File: src/rtl/alu_writeback_if.sv
// ALU-outcome intake channel and register-file write channel of the writeback stage.
// Latency: n/a (signal bundle only).
// Backpressure: in_valid/in_ready on intake, wb_valid/wb_ready on the register write port.
//
// Ports / signals:
//   in_valid, in_ready            intake handshake (in_ready driven by the stage)
//   in_dest, in_write_result,
//   in_update_flags, in_result,
//   in_zero/in_carry/in_negitive,
//   in_div_by_zero                ALU outcome payload
//   wb_valid, wb_ready            register-file write handshake (wb_ready driven by the regfile)
//   wb_dest, wb_data              head-of-buffer write
// Modports: master = ALU + register file side, slave = writeback stage.
interface alu_writeback_if #(
  parameter int REG_ADDR_W = 5
);
  // ALU outcome channel
  logic                  in_valid;
  logic                  in_ready;
  logic [REG_ADDR_W-1:0] in_dest;
  logic                  in_write_result;
  logic                  in_update_flags;
  logic [63:0]           in_result;
  logic                  in_zero;
  logic                  in_carry;
  logic                  in_negitive;
  logic                  in_div_by_zero;

  // Register-file write channel
  logic                  wb_valid;
  logic                  wb_ready;
  logic [REG_ADDR_W-1:0] wb_dest;
  logic [63:0]           wb_data;

  modport master (
    output in_valid, in_dest, in_write_result, in_update_flags, in_result,
           in_zero, in_carry, in_negitive, in_div_by_zero, wb_ready,
    input  in_ready, wb_valid, wb_dest, wb_data
  );

  modport slave (
    input  in_valid, in_dest, in_write_result, in_update_flags, in_result,
           in_zero, in_carry, in_negitive, in_div_by_zero, wb_ready,
    output in_ready, wb_valid, wb_dest, wb_data
  );
endinterface

File: src/rtl/alu_writeback.sv
// Execute-to-writeback stage: commits ALU flags, buffers register writes (2 deep), raises a sticky div-by-zero fault.
// Latency: accepted write/flags visible one cycle after the accepting edge.
// Backpressure: in_ready = buffer not full and no fault, from registered state only; buffer drains on wb_ready.
//
// Ports:
//   clk, reset      clock and asynchronous active-high reset
//   bus (slave)     ALU outcome intake (in_*) and register-file write port (wb_*)
//   flag_zero/flag_carry/flag_negitive  architectural flags; flag_carry feeds the ALU carry input
//   fault, fault_dest  sticky divide-by-zero fault and the destination of the faulting op
//   fault_clear     clears the fault (no effect when no fault is pending)
module alu_writeback #(
  parameter int REG_ADDR_W = 5
) (
  input  logic                  clk,
  input  logic                  reset,
  alu_writeback_if.slave        bus,
  output logic                  flag_zero,
  output logic                  flag_carry,
  output logic                  flag_negitive,
  output logic                  fault,
  output logic [REG_ADDR_W-1:0] fault_dest,
  input  logic                  fault_clear
);

  typedef struct packed {
    logic [REG_ADDR_W-1:0] dest;
    logic [63:0]           data;
  } wb_entry_t;

  // Buffer state: head is always the oldest entry, tail the second one.
  logic [1:0]            count_q, count_d;
  wb_entry_t             head_q, head_d;
  wb_entry_t             tail_q, tail_d;

  logic                  flag_zero_q, flag_zero_d;
  logic                  flag_carry_q, flag_carry_d;
  logic                  flag_negitive_q, flag_negitive_d;
  logic                  fault_q, fault_d;
  logic [REG_ADDR_W-1:0] fault_dest_q, fault_dest_d;

  logic                  in_ready_int;
  logic                  accept;
  logic                  div_fault;
  logic                  enq;
  logic                  deq;
  wb_entry_t             new_entry;

  // Registered-state-only ready: no path from in_valid or wb_ready.
  assign in_ready_int = (count_q != 2'd2) && !fault_q;
  assign accept       = bus.in_valid && in_ready_int;
  assign div_fault    = accept && bus.in_div_by_zero;
  assign enq          = accept && !bus.in_div_by_zero && bus.in_write_result;
  assign deq          = (count_q != 2'd0) && bus.wb_ready;

  assign new_entry.dest = bus.in_dest;
  assign new_entry.data = bus.in_result;

  // Buffer next state
  always_comb begin
    count_d = count_q;
    head_d  = head_q;
    tail_d  = tail_q;
    case ({enq, deq})
      2'b10: begin
        if (count_q == 2'd0) begin
          head_d = new_entry;
        end else begin
          tail_d = new_entry;
        end
        count_d = count_q + 2'd1;
      end
      2'b01: begin
        head_d  = tail_q;
        count_d = count_q - 2'd1;
      end
      2'b11: begin
        // Only reachable with count_q == 1 (enqueue needs count < 2): the
        // head leaves and the new entry takes its place.
        head_d = new_entry;
      end
      default: begin
      end
    endcase
  end

  // Flags and fault next state
  always_comb begin
    flag_zero_d     = flag_zero_q;
    flag_carry_d    = flag_carry_q;
    flag_negitive_d = flag_negitive_q;
    fault_d         = fault_q;
    fault_dest_d    = fault_dest_q;

    if (accept && !bus.in_div_by_zero && bus.in_update_flags) begin
      flag_zero_d     = bus.in_zero;
      flag_carry_d    = bus.in_carry;
      flag_negitive_d = bus.in_negitive;
    end

    // An accept implies no pending fault, so set and clear never collide.
    if (div_fault) begin
      fault_d      = 1'b1;
      fault_dest_d = bus.in_dest;
    end else if (fault_clear && fault_q) begin
      fault_d = 1'b0;
    end
  end

  always_ff @(posedge clk or posedge reset) begin
    if (reset) begin
      count_q         <= 2'd0;
      head_q          <= '0;
      tail_q          <= '0;
      flag_zero_q     <= 1'b0;
      flag_carry_q    <= 1'b0;
      flag_negitive_q <= 1'b0;
      fault_q         <= 1'b0;
      fault_dest_q    <= '0;
    end else begin
      count_q         <= count_d;
      head_q          <= head_d;
      tail_q          <= tail_d;
      flag_zero_q     <= flag_zero_d;
      flag_carry_q    <= flag_carry_d;
      flag_negitive_q <= flag_negitive_d;
      fault_q         <= fault_d;
      fault_dest_q    <= fault_dest_d;
    end
  end

  assign bus.in_ready = in_ready_int;
  assign bus.wb_valid = (count_q != 2'd0);
  assign bus.wb_dest  = head_q.dest;
  assign bus.wb_data  = head_q.data;

  assign flag_zero     = flag_zero_q;
  assign flag_carry    = flag_carry_q;
  assign flag_negitive = flag_negitive_q;
  assign fault         = fault_q;
  assign fault_dest    = fault_dest_q;

endmodule

File: src/flat_wrapper.sv
// flat-port wrapper written by rule: the top's interface ports become plain ports
module alu_writeback_flat 
#(
  parameter int REG_ADDR_W = 5
)
  (clk, reset, flag_zero, flag_carry, flag_negitive, fault, fault_dest, fault_clear, bus_in_valid, bus_in_dest, bus_in_write_result, bus_in_update_flags, bus_in_result, bus_in_zero, bus_in_carry, bus_in_negitive, bus_in_div_by_zero, bus_wb_ready, bus_in_ready, bus_wb_valid, bus_wb_dest, bus_wb_data);
  alu_writeback_if #(.REG_ADDR_W(REG_ADDR_W)) bus_i ();
  input  logic clk;
  input  logic reset;
  output logic flag_zero;
  output logic flag_carry;
  output logic flag_negitive;
  output logic fault;
  output logic [REG_ADDR_W-1:0] fault_dest;
  input  logic fault_clear;
  input wire logic [$bits(bus_i.in_valid)-1:0] bus_in_valid;
  input wire logic [$bits(bus_i.in_dest)-1:0] bus_in_dest;
  input wire logic [$bits(bus_i.in_write_result)-1:0] bus_in_write_result;
  input wire logic [$bits(bus_i.in_update_flags)-1:0] bus_in_update_flags;
  input wire logic [$bits(bus_i.in_result)-1:0] bus_in_result;
  input wire logic [$bits(bus_i.in_zero)-1:0] bus_in_zero;
  input wire logic [$bits(bus_i.in_carry)-1:0] bus_in_carry;
  input wire logic [$bits(bus_i.in_negitive)-1:0] bus_in_negitive;
  input wire logic [$bits(bus_i.in_div_by_zero)-1:0] bus_in_div_by_zero;
  input wire logic [$bits(bus_i.wb_ready)-1:0] bus_wb_ready;
  output wire logic [$bits(bus_i.in_ready)-1:0] bus_in_ready;
  output wire logic [$bits(bus_i.wb_valid)-1:0] bus_wb_valid;
  output wire logic [$bits(bus_i.wb_dest)-1:0] bus_wb_dest;
  output wire logic [$bits(bus_i.wb_data)-1:0] bus_wb_data;
  assign bus_i.in_valid = bus_in_valid;
  assign bus_i.in_dest = bus_in_dest;
  assign bus_i.in_write_result = bus_in_write_result;
  assign bus_i.in_update_flags = bus_in_update_flags;
  assign bus_i.in_result = bus_in_result;
  assign bus_i.in_zero = bus_in_zero;
  assign bus_i.in_carry = bus_in_carry;
  assign bus_i.in_negitive = bus_in_negitive;
  assign bus_i.in_div_by_zero = bus_in_div_by_zero;
  assign bus_i.wb_ready = bus_wb_ready;
  assign bus_in_ready = bus_i.in_ready;
  assign bus_wb_valid = bus_i.wb_valid;
  assign bus_wb_dest = bus_i.wb_dest;
  assign bus_wb_data = bus_i.wb_data;
  alu_writeback #(.REG_ADDR_W(REG_ADDR_W)) u_core (.clk(clk), .reset(reset), .bus(bus_i), .flag_zero(flag_zero), .flag_carry(flag_carry), .flag_negitive(flag_negitive), .fault(fault), .fault_dest(fault_dest), .fault_clear(fault_clear));
endmodule
File: config.mk
export PLATFORM = sky130hd
export DESIGN_NAME = alu_writeback_flat
export DESIGN_NICKNAME = d
export VERILOG_FILES = /design/src/rtl/alu_writeback_if.sv /design/src/rtl/alu_writeback.sv /design/src/flat_wrapper.sv
export SDC_FILE = /design/constraint.sdc
export NUM_CORES = 1
export LEC_CHECK = 0
export CAP_MARGIN = 25
export CORE_MARGIN = 2
export CORE_UTILIZATION = 53
export DETAILED_ROUTE_END_ITERATION = 16
export PLACE_DENSITY_LB_ADDON = 0.3
export SYNTH_ARGS = -nofsm -noshare
export SYNTH_HDL_FRONTEND = slang
export SYNTH_SLANG_ARGS = --single-unit
File: constraint.sdc
create_clock -name clk -period 15.4 [get_ports clk]
set_input_delay 3.08 -clock clk [delete_from_list [all_inputs] [get_ports clk]]
set_output_delay 3.08 -clock clk [all_outputs]
set_load 0.02 [all_outputs]
# Word level (Yosys, flattened, before mapping)

Cells that the tools add are included.

$add $sub $neg: 2
Equal/unequal tests: 5
Muxes and demuxes: 5
Bitwise logic cells: 1
Reduce and logical (&&, ||, !) cells: 17

Operator list:

| kind                | count |
|---|---|
| $pmux 69 s3         | 1 |
| $mux 69             | 1 |
| $logic_and 1x1->1   | 8 |
| $reduce_bool 2->1   | 3 |
| $eq 2x2->1 const B  | 2 |
| $pmux 2 s2          | 1 |
| $reduce_and 2->1    | 2 |
| $reduce_bool 3->1   | 1 |
| $add 2x1->2 const B | 1 |
| $eq 2x1->1 const B  | 1 |
| $logic_not 1->1     | 2 |
| $logic_not 2->1     | 1 |
| $mux 1              | 2 |
| $ne 2x1->1 const B  | 1 |
| $ne 2x2->1 const B  | 1 |
| $sub 2x1->2 const B | 1 |
| $not 1->1           | 1 |

Register bits after elaboration: 149
Output and inout port bits: 80
Logic and storage cells: 40

# Longest topological paths before layout

Word-level depth: 8
Depth in mapped cells: 8
Depth with buffers taken out: 6

# Least setup slack after synthesis

No wires, ideal clock.

Kind: input-to-reg
Start point: input port bus_in_div_by_zero
End point: register u_core.head_q, in the netlist u_core.bus.wb_data[33]
Setup time: 0.127 ns
Arrival time: 4.706 ns
Slack: 10.566 ns
Stages on the path: 7
Buffers on the path: 2
Path through: nand4bb_1 -> or2_2 -> ha_1 -> clkbuf_1 -> clkbuf_1 -> mux2_2 -> mux2_1

Word-level cells in the longest chain between the ends: 6
Elaborated cells between the ends (all ways): 10
Classes of those cells: 4 x eq/ne; 1 x mux; 5 x reduce/logical

Ends and longest elaborated chain:

| element                                                          | RTL line             | source |
|---|---|---|
| start: declaration                                               | flat_wrapper.sv:24   | `input wire logic [$bits(bus_i.in_div_by_zero)-1:0] bus_in_div_by_zero;` |
| $logic_not 1->1 (*)                                              | alu_writeback.sv:52  | `assign enq = accept && !bus.in_div_by_zero && bus.in_write_result;` |
| $logic_and 1x1->1 (*) (2 in series)                              | alu_writeback.sv:52  |  |
| $eq 2x2->1 / $eq 2x1->1 (equally long branches)                  | alu_writeback.sv:63  | `case ({enq, deq})` |
| $ne 2x1->1 (no line) / $reduce_bool 3->1 (equally long branches) | n/a                  |  |
| $reduce_and 2->1 (no line)                                       | n/a                  |  |
| end signal: assignment                                           | alu_writeback.sv:112 | `head_q <= '0;` |
| end signal: assignment                                           | alu_writeback.sv:121 | `head_q <= head_d;` |
| end: declaration                                                 | alu_writeback.sv:32  | `wb_entry_t head_q, head_d;` |

Mark *: on every way between the ends. The rest lies on a longest branch, timed or not.
A chain may end at the register's enable or synchronous reset.

# Final worst setup path

Start point: input port bus_in_div_by_zero
End point: register u_core.tail_q[15] (netlist bit)

Word-level cells in the longest chain between the ends: 5

Ends and longest elaborated chain:

| element                         | RTL line             | source |
|---|---|---|
| $logic_not 1->1                 | alu_writeback.sv:52  |  |
| $logic_and 1x1->1 (2 in series) | alu_writeback.sv:52  |  |
| $eq 2x2->1                      | alu_writeback.sv:63  |  |
| $reduce_and 2->1 (no line)      | n/a                  |  |
| end signal: assignment          | alu_writeback.sv:122 | `tail_q <= tail_d;` |
| end: declaration                | alu_writeback.sv:33  | `wb_entry_t tail_q, tail_d;` |

Every way passes these cells.

==> run summary <==
For the pin with the worst max-slew slack, the measured transition is 0.974 ns. The number of clock sinks was 149; the synthesized netlist net count was 492. The average vias per placed instance is 5.31. For this block, the initial DRC count from the detailed router was 155.

The final count of hold timing violations is 0, and the net count reported at finish is 650. The largest net degree at the start of global routing came out at 80. The cell depth of the worst min-delay path works out to 1. Data arrives at the worst endpoint at 5.52 ns. TritonCTS built the clock tree. Counting flops and latches in the post-synthesis netlist gives 149.

The min-delay analysis places its worst path in the category reg2reg. The run gives 8710 um2 as the total non-filler cell area in the finished layout. The number of I/O port buffers was 159. Synthesis produced 410 cells. Number of flops mapped to enable cells by yosys: 0.

The tools report the maximum resistive drop on vdd as 0.149 mV. The layout cell share with drive strength beyond 1 came out at 0.414. The overall track demand over capacity in global routing was 0.215. STA classifies the critical path startpoint as an input port. The number of setup buffers added after CTS is 0. After detailed routing, the number of remaining DRC violations is 0.

Counting cells, the worst reg-to-reg path comes to 6. The tools report the top-level I/O count as 160. For this design, the CTS-stage hold fixing added 0 buffers. For this run, the leading register cell type out of synthesis is sky130_fd_sc_hd__dfrtp_1. The standby leakage power is 3.71 nW, and the global-route congestion overflow total is 0.

Synthesis instantiated 23 different standard cells from the library. The initial core utilization came out at 0.540. The logs give 0.00685 ns for the worst clock skew and 0 for the post-cts gate resize count. The number of CTS-inserted buffers is 17. The routed layout has 3,861 vias. The filler cell count in the final layout came out at 807. Vertical die dimension: 114 um. Walking the worst path, the cells encountered are clkdlybuf4s50_1, nand4bb_1, or2_2, inv_1, ha_1, nand2_4, mux2_2. For the worst slew slack as a fraction of its limit, the log shows 0.350. The share of the cycle needed by the critical path after routing is 0.340. The wire length of the first global-routing pass is 21.4 mm, and the placeable core region is 11,900 um2. The capturing element type of the critical path was a flip-flop. Total power consumption of the routed design: 0.00184 W. The tool flagged a number of max-cap violations equal to 0.

The final wirelength was 13.3 mm. The mean post-synth cell area is 15.7 um2. The logs give 0.580 for the sequential-to-total area share from yosys stat and 0 for the post-route antenna net violation count.

The clock insertion delay at the later pin of the skew report is 0.41 ns, and the time the worst path needs with I/O delays and setup is 5.23 ns. The run gives 0.191 GHz as the maximum clock rate. The CTS H-tree depth was 4. Async set or reset register ratio after synthesis: 1.00. The largest single stage delay on the critical path is 0.52 ns. For this run, the detailed router's first-pass iteration total came to 4. Of all nets on the critical path, the largest fanout is 69. The sum of negative setup slack was 0 ns. The data required time of the worst path came out at 15.69 ns.

The cell area after placement was 8160 um2; the post-synthesis to final-layout area growth was 35.5%. The cell area after synthesis was 6430 um2; the routability congestion estimate from global placement was 0.725. The number of global-route vias before repair was 4,360; the total power density per cell area was 211 nW/um2. The synthesis warning total is 0, and the routed wirelength normalized by instance count is 18.3 um. The die is 114 um wide. Setup violations remaining at the end of the flow were counted as 0.

In this run the deepest clock path goes through 2 buffers. CTS placed an instance of sky130_fd_sc_hd__clkbuf_16 at the clock tree root. The run finished with clean final reports.

After floorplanning, the core was divided into 40 placement rows. Setup repair after global routing left no endpoint under its margin. After clock tree synthesis, the clock-pin slew on the worst setup and hold paths is 0.06 ns.

The max-slew violation count was 0. The initial antenna violation count is 0, and the area enclosed by the die boundary is 13,000 um2. The kind of critical path was in2reg. The repair_antennas step left the layout with diodes totalling 0.

Slowest stage cell on the critical path: sky130_fd_sc_hd__nand2_4. The wire-length estimate of the detail-placed layout is 8.67 mm.
==> path summary, 6_finish.rpt <==
check / startpoint / endpoint / slack, ns
setup / recovery: bus_in_div_by_zero / u_core.tail_q[15]$_DFFE_PP0P_ / 10.17
hold / removal: u_core.bus.wb_data[24]$_DFFE_PP0P_ / u_core.bus.wb_data[24]$_DFFE_PP0P_ / 0.49
setup reg to reg: u_core.fault$_DFFE_PP0P_ / u_core.tail_q[15]$_DFFE_PP0P_ / 12.87
hold reg to reg: u_core.bus.wb_data[24]$_DFFE_PP0P_ / u_core.bus.wb_data[24]$_DFFE_PP0P_ / 0.49
max in group asynchronous: reset / u_core.tail_q[20]$_DFFE_PP0P_ / 10.87
min in group asynchronous: reset / u_core.bus.wb_data[19]$_DFFE_PP0P_ / 3.16
==> kinds of logic (layout without fill, tap and decap cells) <==
family | Yosys count | after routing | synth area share
buf+inv | 28 | 198 | 0.0212
flops | 149 | 149 | 0.580
simple gates | 10 | 10 | 0.0115
xor+xnor | 3 | 3 | 0.00409
mux | 215 | 215 | 0.377
compound gates | 3 | 3 | 0.00292
fa+ha+maj | 2 | 2 | 0.00389
==> per-layer routing <==
| metal | GRT usage | routed length, um | up-vias |
|---|---|---|---|
| met5 | 0 | 0 | - |
| met4 | 0.0789 | 197 | 0 |
| met3 | 0.0831 | 985 | 17 |
| met2 | 0.360 | 6600 | 120 |
| met1 | 0.253 | 5550 | 1952 |
| li1 | - | - | 1772 |
==> registers in the layout, summed over array words and instances, names as in the netlist <==
name	flops
u_core.bus.wb_data	64
u_core.bus.wb_dest	5
u_core.count_q	2
u_core.fault	1
u_core.fault_dest	5
u_core.flag_carry	1
u_core.flag_negitive	1
u_core.flag_zero	1
u_core.tail_q	69
==> area by class of cell <==
class / instances / area [um2] / share of cell area
clock buffers: 27 / 513 / 0.0589
clock inverters: 4 / 20.0 / 0.00230
inverters: 4 / 20.0 / 0.00230
multi-input cells: 233 / 2590 / 0.297
flip-flops and latches: 149 / 3730 / 0.428
well taps: 147 / 184 / 0.0211
repair buffers: 163 / 1650 / 0.190
==> stage by stage <==
stage | util | instances | hold WS, ns | setup WS (ns)
2_1_floorplan | - | 410 | 0.470 | 8.31
5_1_grt | 0.731 | 727 | 0.505 | 10.03
3_5_place_dp | 0.685 | 695 | 0.479 | 9.68
3_3_place_gp | 0.682 | 694 | 0.471 | 9.45
4_1_cts | 0.730 | 726 | 0.492 | 10.12
6_report | 0.731 | 727 | 0.488 | 10.17
==> worst max-delay path: cells and delay by family <==
family	cells	cell delay [ns]
simple gates	3	1.22
buf+inv	2	0.52
mux	1	0.51
fa+ha+maj	1	0.18
==> power breakdown <==
group	internal, W	switching, W
sequential	0.000588	0.000102
clock	0.000225	0.000147
combinational	0.000445	0.000333
==> synthesized netlist by cell type, types with 2 or more instances <==
library cell                 n  share of area
sky130_fd_sc_hd__buf_2      13          0.010
sky130_fd_sc_hd__buf_4       2         0.0023
sky130_fd_sc_hd__clkbuf_1    8         0.0047
sky130_fd_sc_hd__dfrtp_1   149           0.58
sky130_fd_sc_hd__ha_1        2         0.0039
sky130_fd_sc_hd__inv_1       4         0.0023
sky130_fd_sc_hd__mux2_1     11          0.019
sky130_fd_sc_hd__mux2_2    204           0.36
sky130_fd_sc_hd__nor2_1      2         0.0012
sky130_fd_sc_hd__xnor2_1     2         0.0027
==> cells in the final DEF, fill, tap and decap left out <==
cell type,instances
sky130_fd_sc_hd__o21ai_1,1
sky130_fd_sc_hd__inv_1,3
sky130_fd_sc_hd__or2_2,1
sky130_fd_sc_hd__mux2_2,204
sky130_fd_sc_hd__nor2_1,2
sky130_fd_sc_hd__buf_4,2
sky130_fd_sc_hd__nor2b_1,1
sky130_fd_sc_hd__o21ai_0,1
sky130_fd_sc_hd__inv_6,1
sky130_fd_sc_hd__buf_12,1
sky130_fd_sc_hd__xnor2_1,2
sky130_fd_sc_hd__clkbuf_8,5
sky130_fd_sc_hd__nand4bb_1,1
sky130_fd_sc_hd__buf_16,1
sky130_fd_sc_hd__clkbuf_16,17
sky130_fd_sc_hd__ha_1,1
sky130_fd_sc_hd__ha_4,1
sky130_fd_sc_hd__nand2b_1,1
sky130_fd_sc_hd__clkdlybuf4s50_1,159
sky130_fd_sc_hd__mux2_1,11
sky130_fd_sc_hd__or3b_1,1
sky130_fd_sc_hd__xor2_1,1
sky130_fd_sc_hd__nand2_4,1
sky130_fd_sc_hd__or2_0,1
sky130_fd_sc_hd__dfrtp_1,149
sky130_fd_sc_hd__nor4b_2,1
sky130_fd_sc_hd__o21ai_4,1
sky130_fd_sc_hd__clkbuf_1,5
sky130_fd_sc_hd__clkinv_2,4
Power figures use the tool's default switching activity.
